--- config.mk ---
export PLATFORM = sky130hd
export DESIGN_NAME = mult_result_collector
export DESIGN_NICKNAME = d
export VERILOG_FILES = /design/src/rtl/mult_pkg.sv /design/src/rtl/sync_fifo_fwft.sv /design/src/rtl/mult_result_collector.sv
export SDC_FILE = /design/constraint.sdc
export NUM_CORES = 1
export LEC_CHECK = 0
export CORE_MARGIN = 2
export CORE_UTILIZATION = 24
export CTS_CLUSTER_SIZE = 28
export DETAILED_ROUTE_END_ITERATION = 7
export GPL_TIMING_DRIVEN = 0
export PLACE_DENSITY = 0.45
export SLEW_MARGIN = 0
export SYNTH_ARGS = -nofsm -noshare
export SYNTH_HDL_FRONTEND = slang
export SYNTH_SLANG_ARGS = --single-unit
--- constraint.sdc ---
create_clock -name clk -period 3.72 [get_ports clk]
set_input_delay 1.116 -clock clk [delete_from_list [all_inputs] [get_ports clk]]
set_output_delay 1.116 -clock clk [all_outputs]
set_load 0.01 [all_outputs]
--- src/rtl/mult_pkg.sv ---
// Shared types and constants for the shift-add multiplier result path.
package mult_pkg;
    localparam int PROD_W        = 16;
    localparam int ACC_W_DEFAULT = 24;

    typedef logic [PROD_W-1:0] product_t;
endpackage

--- src/rtl/sync_fifo_fwft.sv ---
// First-word-fall-through FIFO with wrap-bit pointers; clr_i empties it synchronously.
module sync_fifo_fwft #(
    parameter int WIDTH = 16,
    parameter int DEPTH = 4
) (
    input  logic                   clk,
    input  logic                   rst,
    input  logic                   push_i,
    input  logic                   pop_i,
    input  logic                   clr_i,
    input  logic [WIDTH-1:0]       din_i,
    output logic [WIDTH-1:0]       dout_o,
    output logic                   full_o,
    output logic                   empty_o,
    output logic [$clog2(DEPTH):0] count_o
);
    localparam int AW = $clog2(DEPTH);

    logic [AW:0]      wr_ptr_q, wr_ptr_d;
    logic [AW:0]      rd_ptr_q, rd_ptr_d;
    logic [WIDTH-1:0] mem_q [DEPTH];
    logic             do_push;
    logic             do_pop;

    assign empty_o = (wr_ptr_q == rd_ptr_q);
    assign full_o  = (wr_ptr_q[AW-1:0] == rd_ptr_q[AW-1:0]) && (wr_ptr_q[AW] != rd_ptr_q[AW]);
    assign count_o = wr_ptr_q - rd_ptr_q;
    // Head is forced to zero when empty so the output is defined out of reset.
    assign dout_o  = empty_o ? '0 : mem_q[rd_ptr_q[AW-1:0]];

    assign do_pop  = pop_i & ~empty_o & ~clr_i;
    assign do_push = push_i & (~full_o | do_pop) & ~clr_i;

    always_comb begin
        // NOTE: every _d gets a default before any branch, so no latch is inferred.
        wr_ptr_d = wr_ptr_q;
        rd_ptr_d = rd_ptr_q;
        if (clr_i) begin
            wr_ptr_d = '0;
            rd_ptr_d = '0;
        end else begin
            if (do_push) wr_ptr_d = wr_ptr_q + 1'b1;
            if (do_pop)  rd_ptr_d = rd_ptr_q + 1'b1;
        end
    end

    always_ff @(posedge clk or posedge rst) begin
        // NOTE: non-blocking assignments so every register samples pre-edge values.
        if (rst) begin
            wr_ptr_q <= '0;
            rd_ptr_q <= '0;
        end else begin
            wr_ptr_q <= wr_ptr_d;
            rd_ptr_q <= rd_ptr_d;
        end
    end

    // NOTE: storage is not reset; the pointers alone decide which entries are valid.
    always_ff @(posedge clk) begin
        if (do_push) mem_q[wr_ptr_q[AW-1:0]] <= din_i;
    end
endmodule

--- src/rtl/mult_result_collector.sv ---
// Captures one product per multiplier end_op rising edge into a FWFT FIFO.
// Define MULT_ACC_EN to add the acc_sum running-sum port and register.
module mult_result_collector
    import mult_pkg::*;
#(
    parameter int DEPTH = 4,
    parameter int ACC_W = ACC_W_DEFAULT
) (
    input  logic                   clk,
    input  logic                   rst,
    input  product_t               mul_result,
    input  logic                   mul_end_op,
    input  logic                   clr,
    output product_t               out_data,
    output logic                   out_valid,
    input  logic                   out_ready,
`ifdef MULT_ACC_EN
    output logic [ACC_W-1:0]       acc_sum,
`endif
    output logic [$clog2(DEPTH):0] count,
    output logic                   overflow
);
    logic end_q;
    logic overflow_q, overflow_d;
    logic capture;
    logic pop;
    logic push_ok;
    logic fifo_full;
    logic fifo_empty;

    assign capture   = mul_end_op & ~end_q;
    assign pop       = out_valid & out_ready;
    assign push_ok   = capture & (~fifo_full | pop) & ~clr;
    assign out_valid = ~fifo_empty;
    assign overflow  = overflow_q;

    sync_fifo_fwft #(
        .WIDTH (PROD_W),
        .DEPTH (DEPTH)
    ) u_fifo (
        .clk     (clk),
        .rst     (rst),
        .push_i  (capture),
        .pop_i   (pop),
        .clr_i   (clr),
        .din_i   (mul_result),
        .dout_o  (out_data),
        .full_o  (fifo_full),
        .empty_o (fifo_empty),
        .count_o (count)
    );

    always_comb begin
        overflow_d = overflow_q;
        if (clr) begin
            overflow_d = 1'b0;
        end else if (capture && fifo_full && !pop) begin
            overflow_d = 1'b1;
        end
    end

    // end_q tracks end_op even during clr so a held DONE never re-captures.
    always_ff @(posedge clk or posedge rst) begin
        if (rst) begin
            end_q      <= 1'b0;
            overflow_q <= 1'b0;
        end else begin
            end_q      <= mul_end_op;
            overflow_q <= overflow_d;
        end
    end

`ifdef MULT_ACC_EN
    logic [ACC_W-1:0] acc_q, acc_d;

    always_comb begin
        acc_d = acc_q;
        if (clr) begin
            acc_d = '0;
        end else if (push_ok) begin
            acc_d = acc_q + ACC_W'(mul_result);
        end
    end

    always_ff @(posedge clk or posedge rst) begin
        if (rst) acc_q <= '0;
        else     acc_q <= acc_d;
    end

    assign acc_sum = acc_q;
`else
    logic unused_push_ok;
    assign unused_push_ok = push_ok;
`endif
endmodule

==> summary.md, run 1 <==
| Metric | Value |
|---|---|
| Cells after DPL | `380` |
| RSZ-0062 raised after global routing | `false` |
| Worst-Margin Slew | `around 0.99 ns` |
| Share of the synthesized area in the top cell type | `between 60% and 70%` |
| Pin count of the biggest net entering global routing | `17` |
| Clock buffer depth | `2` |
| Overall Power | `2.10 mW` |
| Final nets | `250` |
| Via count | `between 1,500 and 2,000` |
| Worst Hold Class | `flop to flop` |
| Most frequent CP cell | `buf_6` |
| Fin util | `32.0%` |
| Syn Std Cell Area | `between 0.003 and 0.004 mm^2` |
| Max-cap violations | `0` |
| Final WL | `about 5.9 mm` |
| Synth cell types | `30` |
| Clk slew on worst S/H paths | `~0.05 ns` |
| Via-per-instance ratio | `slightly above 4` |
| Crit. End Element | `primary output` |
| CORE AREA | `0.0125 mm^2` |
| CP cell instances | `buf_6 > buf_6 > inv_1 > ha_1 > nand2_2 > nor2_4 > buf_4 > nor2b_1 > clkdlybuf4s50_1` |
| Diode count | `0` |
| Total CTS buffers | `9` |
| Router iterations before antenna repair | `4` |
| Ports | `42` |
| First-pass GRT wire length | `a little over 9 mm` |
| Clock sink count | `72` |
| Tcrit/Tclk final | `a little over nine tenths` |
| Critical path origin | `u_fifo.rd_ptr_q[1]` |
| Die Footprint | `around 0.014 mm^2` |
| Setup WS post-layout | `0.151 ns` |
| Die width | `116 um` |
| Initial DRC Count | `36` |
| Overall die height | `116 um` |
| WHS | `0.509 ns` |
| Critical Path Source Type | `flop` |
| All-Layer GR Usage | `under 10%` |
| Final setup vio count | `0` |
| Antenna-violating nets left | `0` |
| CTS tree | `done` |
| P per Cell Area | `~530 mW/mm^2` |
| Worst vdd ir | `about 0.00021 V` |
| Relative slew slack | `33.7%` |
| Post-synthesis net count | `195` |
| Hold Path Origin | `overflow` |
| Drt wl/cell | `~15 um` |
| Port buffer count | `41` |
| Antenna violations before repair | `0` |
| Avg Cell Area, Syn | `18.3 um^2` |
| Syn. warnings | `0` |
| DRC viols | `0` |
| Cell count after synthesis | `166` |
| Layout area overhead | `31.7%` |
| Minimum clock period | `~3.6 ns` |
| FF-to-FF Start | `u_fifo.rd_ptr_q[1]` |
| Final Max Tran Viols | `0` |
| Status | `finished clean` |
| Slowest stage cell on the critical path | `clkdlybuf4s50_1` |
| Clk_skew | `0.00629 ns` |
| Root buffer cell | `clkbuf_16` |
| Gpl congestion | `0.709` |
| Layout Cells excl Fill | `slightly below 400` |
| Worst path arrival time | `between 2 and 2.5 ns` |
| Hpwl dp | `3.98 mm` |
| CTS H-Tree Depth | `3` |
| Worst-path fanout max | `10` |
| LEAKAGE | `1.37 nW` |
| Synth area leaders | `edfxtp_1, mux4_2, dfrtp_1` |
| Number of global-route vias before repair | `~1,700` |
| Dpl ws | `-0.492 ns` |
| FF+latch count, synth | `72` |
| Final hold viol count | `0` |
| Initial core utilization | `between 20% and 30%` |
| CP required | `2.60 ns` |
| Critical path class | `flop to primary output` |
| Area leader, netlist | `edfxtp_1` |
| Clk Latency, worst-skew pair | `0.32 ns` |
| Grt total ovfl | `0` |
| Share of cells above drive strength 1 | `20.9%` |
| Seq/Total Area, Yosys | `70.0%` |
| Number of cell rows | `41` |
| Slowest cell delay on critical path | `0.54 ns` |
| Fillers | `1,219` |
| Fmax | `between 0.2 and 0.3 GHz` |
## cell families after synthesis
family	Yosys count	synth area share [%]
flops	72	70.0
simple gates	39	7.14
mux	20	13.5
buf+inv	15	2.23
compound gates	9	2.52
fa+ha+maj	8	3.55
xor+xnor	3	1.11
## flip-flops by register name, indices dropped and copies added (netlist names)
signal	cells
overflow	1
end_q	1
u_fifo.mem_q	64
u_fifo.rd_ptr_q	3
u_fifo.wr_ptr_q	3
## layer usage
metal | GRT usage, % | part of all wire (%) | up-vias
met3 | 1.87 | 3.1 | 10
met1 | 12.0 | 47 | 811
met5 | 0 | 0 | -
li1 | - | - | 746
met2 | 15.5 | 48 | 30
met4 | 4.29 | 1.9 | 0
## per-stage QoR
stage          TNS (ns)  instance area, um^2
2_1_floorplan         0                 3030
3_3_place_gp     -20.55                 3660
3_5_place_dp      -5.39                 3670
4_1_cts               0                 3990
5_1_grt               0                 3990
6_report              0                 3990
## worst paths after layout
path	cells after the start	slack, ns	end
max in group asynchronous	2	2.43	u_fifo.rd_ptr_q[1]
setup reg to reg	7	0.77	u_fifo.mem_q[2][15]
setup / recovery	9	0.15	out_data[7]
hold / removal	2	0.51	overflow
min in group asynchronous	2	1.05	overflow
hold reg to reg	2	0.51	overflow
## worst max-delay path: cells and delay by family, from the launching register on
kind	cells	cell delay (ns)
flip-flops	1	0.35
adder cells (fa/ha/maj)	1	0.33
buffers and inverters	5	1.13
AND/OR/NAND/NOR	3	0.31
## cell usage in the layout (no fill, tap or decap), drive strengths merged, types with 2 or more instances in the layout
master	instances
xnor2	2
nand2b	3
clkbuf	10
nor2b	18
o2111ai	2
and3	3
nor2	8
nor3	2
dlygate4sd2	4
dfrtp	8
inv	10
clkinv	3
edfxtp	64
mux4	16
nand2	3
clkdlybuf4s50	37
ha	7
mux2	3
buf	8
## cell type report
class	count	area (um^2)	share of cell area, %
Inverter	9	33.8	0.846
Buffer	6	48.8	1.22
Clock inverter	6	60.1	1.50
Multi-Input combinational cell	79	857	21.5
Clock buffer	9	225	5.64
Sequential cell	72	2120	53.1
Timing Repair Buffer	44	432	10.8
Tap cell	172	215	5.39
## what timing repair did
item	4_1_cts	5_1_grt
pin swaps	1	0
endpoints found under the hold margin	0	0
gates resized for setup	12	0
hold buffers	0	0
buffers inserted	1	1
setup endpoints to repair	17	12
## synthesized netlist by cell type
master,n
buf_4,2
inv_1,9
a31oi_2,1
dfrtp_1,8
a31o_2,1
fa_1,1
nor2b_1,18
nand2_1,3
mux2_2,2
o2111ai_1,2
a21boi_0,1
and2_1,1
nor2_1,8
ha_1,7
xnor2_1,2
and3_1,3
o31ai_1,1
mux2_4,1
edfxtp_1,64
a311oi_1,1
a41oi_1,1
buf_2,3
clkbuf_1,1
or3b_1,1
nand2b_1,3
mux4_2,16
xor2_2,1
nor3_1,2
mux2i_1,1
a21oi_1,1
## power breakdown
| part | internal, mW | switching, mW | leakage [nW] |
|---|---|---|---|
| logic | 0.203 | 0.171 | 0.543 |
| registers | 0.896 | 0.00691 | 0.686 |
| clock network | 0.512 | 0.311 | 0.139 |
| total | 1.61 | 0.489 | 1.37 |
Note: power is estimated with default switching activity, not from simulation.
==> run 2, diff against run 1 <==
--- a/config.mk
+++ b/config.mk
@@ -7,6 +7,7 @@
 export LEC_CHECK = 0
 export CORE_MARGIN = 2
 export CORE_UTILIZATION = 24
+export CTS_BUF_LIST = sky130_fd_sc_hd__clkbuf_16
 export CTS_CLUSTER_SIZE = 28
 export DETAILED_ROUTE_END_ITERATION = 7
 export GPL_TIMING_DRIVEN = 0
==> results of run 2 <==
The final DEF is identical to that of run 1; final timing and power are the same.
==> run 3, diff against run 2 <==
--- a/config.mk
+++ b/config.mk
@@ -6,12 +6,12 @@
 export NUM_CORES = 1
 export LEC_CHECK = 0
 export CORE_MARGIN = 2
-export CORE_UTILIZATION = 24
+export CORE_UTILIZATION = 48
 export CTS_BUF_LIST = sky130_fd_sc_hd__clkbuf_16
 export CTS_CLUSTER_SIZE = 28
 export DETAILED_ROUTE_END_ITERATION = 7
 export GPL_TIMING_DRIVEN = 0
-export PLACE_DENSITY = 0.45
+export PLACE_DENSITY = 0.75
 export SLEW_MARGIN = 0
 export SYNTH_ARGS = -nofsm -noshare
 export SYNTH_HDL_FRONTEND = slang
==> run 3 against run 2 <==
  * Final cell count decreased by 24%
  * Setup slack got worse by 0.031 ns
  * Worst hold slack improved by 0.0071 ns
  * Fmax decreased by 0.86%
  * Critical path depth unchanged
  * First-iteration DRC count increased to 3.1 times the previous value
  * Via count decreased by 0.19%
  * Clock-buffer cell count unchanged
  * Clock power increased by 9.0%
  * Die area decreased by 49%
  * Register-to-register slack improved by 0.15 ns
  * Utilization increased by 33 points
  * Critical path type unchanged
==> summary.md, run 3 (synthesized netlist as in run 1, its figures left out) <==
| Metric | Value |
|---|---|
| Status | `finished clean` |
| Worst path arrival time | `2.48 ns (+0.03 ns)` |
| Share of cells above drive strength 1 | `20.9% (unchanged)` |
| CP cell instances | `buf_6 > buf_6 > inv_1 > ha_1 > nand2_2 > nor2_4 > buf_4 > nor2b_1 > clkdlybuf4s50_1` |
| Final Max Tran Viols | `0 (unchanged)` |
| CORE AREA | `0.00603 mm^2 (-52%)` |
| Die width | `83.5 um (-28%)` |
| Fin util | `65.0% (+33 points)` |
| Tcrit/Tclk final | `96.8% (+0.83 points)` |
| Slowest cell delay on critical path | `0.55 ns (about the same)` |
| Critical path origin | `u_fifo.rd_ptr_q[1]` |
| Post-CTS Hold Fix Bufs | `0 (unchanged)` |
| P per Cell Area | `553 mW/mm^2 (+5.1%)` |
| Pin count of the biggest net entering global routing | `17 (unchanged)` |
| Clock buffer depth | `2 (unchanged)` |
| Ports | `42 (unchanged)` |
| Clock sink count | `72 (unchanged)` |
| Number of global-route vias before repair | `1,650 (-1.3%)` |
| Max-cap violations | `0 (unchanged)` |
| Hpwl dp | `3.33 mm (-16%)` |
| Crit. End Element | `primary output` |
| Initial DRC Count | `113 (+210%)` |
| Antenna-violating nets left | `0 (unchanged)` |
| Diode count | `0 (unchanged)` |
| Layout area overhead | `29.1%` |
| Met2 WL | `2.52 mm (-11%)` |
| Port buffer count | `41 (unchanged)` |
| Cells after DPL | `283 (-26%)` |
| R2r setup slk | `0.92 ns (+0.15 ns)` |
| Root buffer cell | `clkbuf_16` |
| WP depth | `9 (unchanged)` |
| Worst Hold Class | `flop to flop` |
| DRC viols | `0 (unchanged)` |
| Fmax | `0.278 GHz (-0.86%)` |
| CTS tree | `done` |
| Clk_skew | `0.00638 ns (+0.0000872 ns)` |
| Buffer and inverter count on the worst path | `5 (unchanged)` |
| CP required | `2.60 ns (about the same)` |
| Fin Setup TNS | `0 ns (unchanged)` |
| FF-to-FF Start | `u_fifo.rd_ptr_q[1]` |
| Layout Cells excl Fill | `300 (-24%)` |
| Antenna violations before repair | `0 (unchanged)` |
| All-Layer GR Usage | `15.9% (+6.5 points)` |
| Worst Setup EP | `out_data[9]` |
| Via count | `1,594 (-0.19%)` |
| Worst vdd ir | `0.000301 V (+46%)` |
| Minimum clock period | `3.60 ns (+0.0308 ns)` |
| Met1 WL | `2.26 mm (-19%)` |
| CTS H-Tree Depth | `3 (unchanged)` |
| Router iterations before antenna repair | `4 (unchanged)` |
| Largest register FFs | `64 (unchanged)` |
| Die Footprint | `0.00697 mm^2 (-49%)` |
| Final setup vio count | `0 (unchanged)` |
| RSZ-0062 raised after global routing | `false` |
| Clk slew on worst S/H paths | `0.06 ns (about the same)` |
| Critical Path Source Type | `flop` |
| Post-route cell area | `0.00391 mm^2 (-2.0%)` |
| Clk Latency, worst-skew pair | `0.33 ns (about the same)` |
| Final hold viol count | `0 (unchanged)` |
| Worst-path fanout max | `10 (unchanged)` |
| Relative slew slack | `40.5% (+6.9 points)` |
| Worst-Margin Slew | `0.892 ns (-0.103 ns)` |
| Drt wl/cell | `17.2 um (+15%)` |
| Worst r2r path cells | `7 (unchanged)` |
| Commonest cells after routing, fill and taps aside | `edfxtp_1, clkdlybuf4s50_1, nor2b_1, mux4_2, inv_1` |
| Initial core utilization | `50.3% (+26 points)` |
| Top delay family on crit path | `buffers and inverters` |
| Worst r2r dst | `u_fifo.mem_q[1][12]` |
| Number of cell rows | `28 (-32%)` |
| Final WL | `5.16 mm (-13%)` |
| DR WL met3 | `261 um (+41%)` |
| Area after detailed placement | `0.00355 mm^2 (-3.3%)` |
| Commonest non-fill, non-tap cell in the layout | `edfxtp_1` |
| First-pass GRT wire length | `8.35 mm (-9.2%)` |
| Critical path class | `flop to primary output` |
| Slowest stage cell on the critical path | `clkdlybuf4s50_1` |
| Total CTS buffers | `9 (unchanged)` |
| Gpl congestion | `0.804 (+13%)` |
| Via-per-instance ratio | `5.31 (+32%)` |
| Final nets | `249 (-0.40%)` |
| Highest Signal Layer | `met4` |
| Overall die height | `83.5 um (-28%)` |
| Most frequent CP cell | `buf_6` |
| Grt total ovfl | `0 (unchanged)` |
| LEAKAGE | `1.41 nW (+3.1%)` |
[run 3: cell count changes in the layout (fill, tap and decap cells not counted)]
cell | previous run | this run
bufinv_16 | 1 | 2
dlymetal6s2s_1 | 0 | 3
clkinv_1 | 1 | 0
clkinv_2 | 2 | 0
buf_4 | 5 | 4
clkinvlp_4 | 1 | 2
clkinv_4 | 0 | 1
inv_1 | 9 | 10
clkdlybuf4s50_1 | 37 | 38
dlygate4sd2_1 | 4 | 0
[run 3: worst min path at each step]
stage / startpoint / end / cells after the start
global route: overflow / overflow / 2
floorplan: overflow / overflow / 2
global placement: overflow / overflow / 2
finish: overflow / overflow / 2
CTS: overflow / overflow / 2
detailed placement: overflow / overflow / 2
[run 3: final cells by class]
type / count / area [um^2]
buffer: 6 / 48.8
clock buffer: 9 / 225
clock inverter: 7 / 96.3
fill: 407 / 2110
inverter: 9 / 33.8
multi-input combinational: 79 / 857
sequential: 72 / 2120
tap: 75 / 93.8
timing repair buffer: 43 / 437
[run 3: repair_timing]
item                       4_1_cts  5_1_grt
setup endpoints to repair       17        3
gates resized for setup          8        3
setup buffers                    1        0
[run 3: worst min-delay path: stages (launching register included)]
cell and delay [ns]:
dfrtp_1 0.34, a41oi_1 0.04, nor2_1 0.09
[run 3: where the power goes]
part	switching, mW	leakage [nW]	internal (mW)
clock	0.310	0.153	0.587
sequential	0.00716	0.686	0.896
combinational	0.163	0.571	0.201
total	0.480	1.41	1.68
[run 3: per-stage QoR]
stage | power [mW] | worst slack, ns | hold slack, ns
after floorplan | 1.11 | 0.587 | 0.534
after global placement | 1.28 | -0.704 | 0.515
after detailed placement | 1.28 | -0.347 | 0.507
after CTS | 2.18 | 0.0395 | 0.525
after global routing | 2.25 | 0.00457 | 0.573
final | 2.16 | 0.120 | 0.516
[run 3: per-layer routing]
layer / global-route usage (%) / vias up
met5: 0 / -
li1: - / 747
met1: 20.4 / 792
met2: 25.6 / 48
met3: 3.56 / 7
met4: 7.92 / 0
